[src/rtl/mem_access_ctrl.sv]
// rtl/mem_access_ctrl.sv - arbitrated single-port memory access for fetch and load/store
// Optional store protection of the instruction region: define MEM_WPROT_EN.
module mem_access_ctrl #(
  parameter int AW = 5,
  parameter int DW = 8
) (
  input  logic          clk,
  input  logic          rst,
  input  logic          if_req,
  input  logic [AW-2:0] if_pc,
  output logic          if_ack,
  output logic [DW-1:0] if_inst,
  input  logic          ls_req,
  input  logic          ls_we,
  input  logic [AW-1:0] ls_addr,
  input  logic [DW-1:0] ls_wdata,
  output logic          ls_ack,
  output logic [DW-1:0] ls_rdata,
  output logic          ls_err,
  output logic [AW-1:0] mem_addr,
  output logic          mem_w_en,
  output logic [DW-1:0] mem_wdata,
  input  logic [DW-1:0] mem_rdata,
  output logic          busy
);

  typedef enum logic [1:0] {
    S_IDLE   = 2'd0,
    S_ACCESS = 2'd1,
    S_RESP   = 2'd2
  } state_t;

  state_t        r_state;
  logic          r_last_fetch;   // 1 when the most recent grant went to the fetch port
  logic          r_is_fetch;
  logic          r_is_store;
  logic          r_blocked;      // latched store that protection refused
  logic [AW-1:0] r_mem_addr;
  logic          r_mem_w_en;
  logic [DW-1:0] r_mem_wdata;
  logic          r_if_ack;
  logic          r_ls_ack;
  logic          r_ls_err;
  logic [DW-1:0] r_if_inst;
  logic [DW-1:0] r_ls_rdata;
  logic          r_busy;

  logic          w_grant_ls;
  logic          w_grant_if;
  logic          w_store_blocked;

`ifdef MEM_WPROT_EN
  // Lower half of the address space holds instructions and is read-only for stores
  assign w_store_blocked = ls_we && !ls_addr[AW-1];
`else
  assign w_store_blocked = 1'b0;
`endif

  // Alternating-priority arbitration: on contention the side not served last wins
  always_comb begin
    w_grant_ls = 1'b0;
    w_grant_if = 1'b0;
    if (ls_req && (!if_req || r_last_fetch)) begin
      w_grant_ls = 1'b1;
    end else if (if_req) begin
      w_grant_if = 1'b1;
    end
  end

  // Controller FSM: IDLE grants and latches, ACCESS drives memory, RESP acks
  always_ff @(posedge clk or negedge rst) begin
    if (!rst) begin
      r_state      <= S_IDLE;
      r_last_fetch <= 1'b1;
      r_is_fetch   <= 1'b0;
      r_is_store   <= 1'b0;
      r_blocked    <= 1'b0;
      r_mem_addr   <= '0;
      r_mem_w_en   <= 1'b0;
      r_mem_wdata  <= '0;
      r_if_ack     <= 1'b0;
      r_ls_ack     <= 1'b0;
      r_ls_err     <= 1'b0;
      r_if_inst    <= '0;
      r_ls_rdata   <= '0;
      r_busy       <= 1'b0;
    end else begin
      case (r_state)
        S_IDLE: begin
          r_if_ack <= 1'b0;
          r_ls_ack <= 1'b0;
          r_ls_err <= 1'b0;
          if (w_grant_ls) begin
            r_state      <= S_ACCESS;
            r_busy       <= 1'b1;
            r_last_fetch <= 1'b0;
            r_is_fetch   <= 1'b0;
            r_is_store   <= ls_we;
            r_blocked    <= w_store_blocked;
            r_mem_addr   <= ls_addr;
            r_mem_w_en   <= ls_we && !w_store_blocked;
            r_mem_wdata  <= ls_we ? ls_wdata : '0;
          end else if (w_grant_if) begin
            r_state      <= S_ACCESS;
            r_busy       <= 1'b1;
            r_last_fetch <= 1'b1;
            r_is_fetch   <= 1'b1;
            r_is_store   <= 1'b0;
            r_blocked    <= 1'b0;
            r_mem_addr   <= {1'b0, if_pc};
            r_mem_w_en   <= 1'b0;
            r_mem_wdata  <= '0;
          end
        end
        S_ACCESS: begin
          r_state     <= S_RESP;
          r_mem_addr  <= '0;
          r_mem_w_en  <= 1'b0;
          r_mem_wdata <= '0;
          if (r_is_fetch) begin
            r_if_inst <= mem_rdata;
            r_if_ack  <= 1'b1;
          end else begin
            r_ls_ack <= 1'b1;
            r_ls_err <= r_blocked;
            if (!r_is_store) begin
              r_ls_rdata <= mem_rdata;
            end
          end
        end
        S_RESP: begin
          r_state  <= S_IDLE;
          r_busy   <= 1'b0;
          r_if_ack <= 1'b0;
          r_ls_ack <= 1'b0;
          r_ls_err <= 1'b0;
        end
        default: begin
          r_state     <= S_IDLE;
          r_busy      <= 1'b0;
          r_mem_addr  <= '0;
          r_mem_w_en  <= 1'b0;
          r_mem_wdata <= '0;
          r_if_ack    <= 1'b0;
          r_ls_ack    <= 1'b0;
          r_ls_err    <= 1'b0;
        end
      endcase
    end
  end

  assign if_ack    = r_if_ack;
  assign if_inst   = r_if_inst;
  assign ls_ack    = r_ls_ack;
  assign ls_rdata  = r_ls_rdata;
  assign ls_err    = r_ls_err;
  assign mem_addr  = r_mem_addr;
  assign mem_w_en  = r_mem_w_en;
  assign mem_wdata = r_mem_wdata;
  assign busy      = r_busy;

endmodule
[config.mk]
export PLATFORM = sky130hd
export DESIGN_NAME = mem_access_ctrl
export DESIGN_NICKNAME = d
export VERILOG_FILES = /design/src/rtl/mem_access_ctrl.sv
export SDC_FILE = /design/constraint.sdc
export NUM_CORES = 1
export LEC_CHECK = 0
export ABC_AREA = 1
export CAP_MARGIN = 40
export CORE_MARGIN = 2
export CORE_UTILIZATION = 43
export CTS_BUF_LIST = sky130_fd_sc_hd__clkbuf_16
export DETAILED_ROUTE_END_ITERATION = 12
export PLACE_DENSITY_LB_ADDON = 0.1
export SKIP_CTS_REPAIR_TIMING = 1
export SLEW_MARGIN = 40
export SYNTH_ARGS = -nofsm -noshare
export SYNTH_HDL_FRONTEND = slang
export SYNTH_SLANG_ARGS = --single-unit
[constraint.sdc]
create_clock -name clk -period 1.45 [get_ports clk]
set_input_delay 0.145 -clock clk [delete_from_list [all_inputs] [get_ports clk]]
set_output_delay 0.145 -clock clk [all_outputs]
set_load 0.03 [all_outputs]
After elaboration in Yosys (flattened, before gate mapping)
Cells that the tools add are included.
Storage, ports and cells
  bits of input ports: 30
  output and inout bits: 34
  word-level logic and storage cells: 60
  flip-flop bits (word level): 40
Operators by class
  reductions and logical operators: 10
  equality and inequality tests: 5
  bitwise operators: 4
  muxes and demuxes: 27
Operators with widths (count)
  $mux W8: 3
  $pmux W8 S2: 1
  $mux W1: 15
  $mux W5: 2
  $pmux W5 S2: 1
  $reduce_and A2 Y1: 4
  $mux W2: 2
  $ne A2 B2 Y1 const B: 2
  $not A1 Y1: 4
  $pmux W1 S2: 2
  $pmux W2 S2: 1
  $ne A3 B3 Y1 const B: 1
  $reduce_and A3 Y1: 1
  $eq A2 B1 Y1 const B: 1
  $eq A2 B2 Y1 const B: 1
  $logic_not A2 Y1: 1
  $reduce_bool A2 Y1: 1
  $logic_and A1 B1 Y1: 1
  $logic_not A1 Y1: 1
  $logic_or A1 B1 Y1: 1

Longest topological paths before layout
  depth in word-level cells: 7
  depth in mapped cells: 7
  mapped depth without buffers: 7

Worst setup path after synthesis
OpenSTA, ideal clock, no wires.
  kind: flip-flop to flip-flop
  start point: register r_last_fetch
  end point: register r_mem_wdata[4], in the netlist mem_wdata[4]
  clock period less this slack: 1218 ps
  stages on the path, launching flop included: 8
  arrival time: 1153 ps
  setup time: 65 ps
  path buffers: 1
  data required time: 1385 ps
  setup slack: 232 ps
  cells stage by stage: dfstp_2 > inv_1 > nand2_1 > nand2_1 > nor2_2 > buf_6 > nand3_1 > nand2_1
On the way
  longest elaborated chain between the ends: 5
  elaborated cells on any way between the ends: 8
  classes of those cells: eq/ne (1); mux (4); reduce/logical (3)
Ends and longest elaborated chain
  start, declared: line 34  | logic r_last_fetch;
  start signal, assigned: line 74  | r_last_fetch <= 1'b1;
  start signal, assigned: line 96  | r_last_fetch <= 1'b0;
  start signal, assigned: line 106  | r_last_fetch <= 1'b1;
  $logic_or A1 B1 Y1 (*): line 63  | if (ls_req && (!if_req || r_last_fetch)) begin
  $logic_and A1 B1 Y1 (*): line 63
  $mux W1: line 63
  $mux W8 or $ne A3 B3 Y1 (tied branches)
  $pmux W8 S2 or $reduce_and A2 Y1 (tied branches)
  end signal, assigned: line 102  | r_mem_wdata <= ls_we ? ls_wdata : '0;
  end, declared: line 40  | logic [DW-1:0] r_mem_wdata;
Mark *: on every way between the ends. The rest lies on a longest branch, timed or not.
A chain may end at the register's enable or synchronous reset.

Worst setup path after layout
  start point: register r_last_fetch
  end point: register r_mem_wdata[0], in the netlist mem_wdata[0]
The elaborated chain is that of the path after synthesis.

==> flow_summary.ini <==
[status]
status = completed

[floorplanning]
die-height_um = 65.5
core_area_um2 = 3630
start_util_pct = 44.7
ioPinCount = 64
die_width_um = 65.5
dieArea_um2 = 4280
rows = 22

[placement]
place_congestion = 0.749
post_dp_cell_area_um2 = 2270
place_ws_ns = 0.0313
port_buffers = 62
hpwl_mm = 2.58
dp_cells = 274

[setup_path]
arrival_ns = 1.49
cp-end-kind = flop
crit_type = flop to flop
cp.required_ns = 1.67
path_cells = inv_1 > nand2_2 > nand2_2 > nor2_2 > buf_4 > nand3_1 > nand2_1
cpMostUsedCell = nand2_2
critPathMaxFanout = 9
crit_slowest_cell = dfstp_2
max_stage_delay_ns = 0.51
startpoint_type = flop

[route]
wl_met3_um = 211
avgRoutedWirePerCell_um = 12.4
top_layer = met4
final_antenna_net_count = 0
wl_met2_mm = 1.83
drc = 0
dr.pass1.iters = 4
drt_iter0_markers = 30
vias = 1312
drt_wl_total_mm = 3.51
viasPerCell = 4.64
drt-met1-wl_mm = 1.42

[logic_synthesis]
syn_area_um2 = 1620
ys_ff_latch = 38
postSynthCellCount = 167
ys_seq_area_share_pct = 58.6
ys_warn_count = 0
syn-num-nets = 197
ys_types = 18
yosysTopAreaCellShare_pct = 57.0
yosysTopAreaCell = dfrtp_1
synth_area_leaders = dfrtp_1 (57%), nand2_1 (13%), o21ai_2 (9.2%), nand3_1 (4.3%), inv_1 (3.2%)
synth.avg_cell_area_um2 = 9.72

[cts]
ctsLongestPathBuffers = 2
insertion_delay_ns = 0.28
cts_max_level = 2
cts-root-buf = clkbuf_16
clk_pin_slew_worst_paths_ns = 0.05
cts_buffers = 5
tritoncts = done
clock-sinks = 38

[global_route]
grt-ovfl-total = 0
grt_max_degree = 39
grt_pass1_vias = 1340
antenna_found_initial = 0
grt_pass1_wl_mm = 5.98
grt_usage_pct = 18.7

[min_path]
hp-class = input port to async pin

[sta]
period_needed_ns = 1.28
final-hold-violation-count = 0
timing.fmax_mhz = 783
setup_viol = 0
maxSlewViolCount = 0
finalWorstSetupSlack_ns = 0.173
tns_ns = 0
rsz0062_at_grt = no
clock_skew_ns = 0.00429
period_share_pct = 88.1

[final_layout]
drive_gt1_share_pct = 17.4
syn_to_final_growth_pct = 54.5
final_util_pct = 69.1
antennaDiodeCount = 0
stdcell_area_um2 = 2510
instances_no_fill = 283
nNetsFinal = 264

[power]
powerDensity_nw_per_um2 = 2130
p_leak_nw = 1.64
vdd_ir_drop_max_mv = 1.24

[flow_run]
cap_violations = 0
==> layer usage <==
metal / vias to the layer above / track usage [%]
met4: 0 / 7.81
met1: 613 / 20.0
met5: - / 0
met2: 40 / 34.6
met3: 6 / 4.97
li1: 653 / -
==> registers in the layout (all words and copies together) (netlist names) <==
| register | cells |
|---|---|
| r_is_fetch | 1 |
| if_inst | 8 |
| r_is_store | 1 |
| mem_wdata | 8 |
| ls_rdata | 8 |
| mem_w_en | 1 |
| r_state | 2 |
| busy | 1 |
| if_ack | 1 |
| mem_addr | 5 |
| ls_ack | 1 |
| r_last_fetch | 1 |
==> critical path: cells and delay by family, from the launching register on <==
family | cells | cell delay, ns
flip-flops | 1 | 0.51
AND/OR/NAND/NOR | 5 | 0.47
buffers and inverters | 2 | 0.24
==> cell usage in the layout (no fill, tap or decap), types with 2 or more instances in the layout <==
cell,instances
nand2_1,56
dfrtp_1,37
dlymetal6s2s_1,33
clkdlybuf4s50_1,28
o21ai_2,17
inv_1,15
nand3_1,14
nor2_1,5
clkbuf_16,5
nand2_2,4
inv_2,3
nor2_2,2
a21oi_1,2
nand3_2,2
buf_4,2
==> cell usage after synthesis (all sizes together) <==
cell and count:
nand2 60, dfrtp 37, o21ai 18, inv 17
nand3 17, nor2 8, buf 6, a21oi 2
conb 1, dfstp 1
==> area by class of cell <==
cell class | instances | area (um^2)
Sequential cell | 38 | 952
Multi-Input combinational cell | 106 | 553
Fill cell | 299 | 1120
Tap cell | 48 | 60.1
Inverter | 17 | 63.8
Clock buffer | 5 | 125
Clock inverter | 3 | 12.5
Timing Repair Buffer | 66 | 743
==> report_power, final <==
group | switching [W] | internal, W
logic | 0.00161 | 0.000986
registers | 0.000239 | 0.00151
clock network | 0.000380 | 0.000620
==> path summary, 6_finish.rpt <==
| kind | cells past startpoint | start | slack [ns] | end |
|---|---|---|---|---|
| setup reg to reg | 7 | r_last_fetch | 0.17 | mem_wdata[0] |
| min in group clk | 3 | ls_wdata[7] | 0.42 | mem_wdata[7] |
| max in group asynchronous | 3 | rst | 0.84 | r_last_fetch |
| setup / recovery | 7 | r_last_fetch | 0.17 | mem_wdata[0] |
| hold reg to reg | 2 | mem_addr[0] | 0.47 | mem_addr[0] |
| hold / removal | 3 | rst | 0.35 | ls_rdata[0] |
==> per-stage QoR <==
| step | hold slack [ns] | power (W) |
|---|---|---|
| final | 0.355 | 0.00534 |
| after CTS | -0.172 | 0.00547 |
| after detailed placement | 0.125 | 0.00446 |
| after global routing | 0.414 | 0.00570 |
| after floorplan | -0.151 | 0.00346 |
| after global placement | 0.119 | 0.00438 |
==> cells by family after synthesis <==
family / share of synthesized area [%]
flip-flops: 58.6
AO/OA/AOI/OAI: 10.1
buffers and inverters: 7.63
other: 0.231
AND/OR/NAND/NOR: 23.4
(Power assumes the default switching activity.)
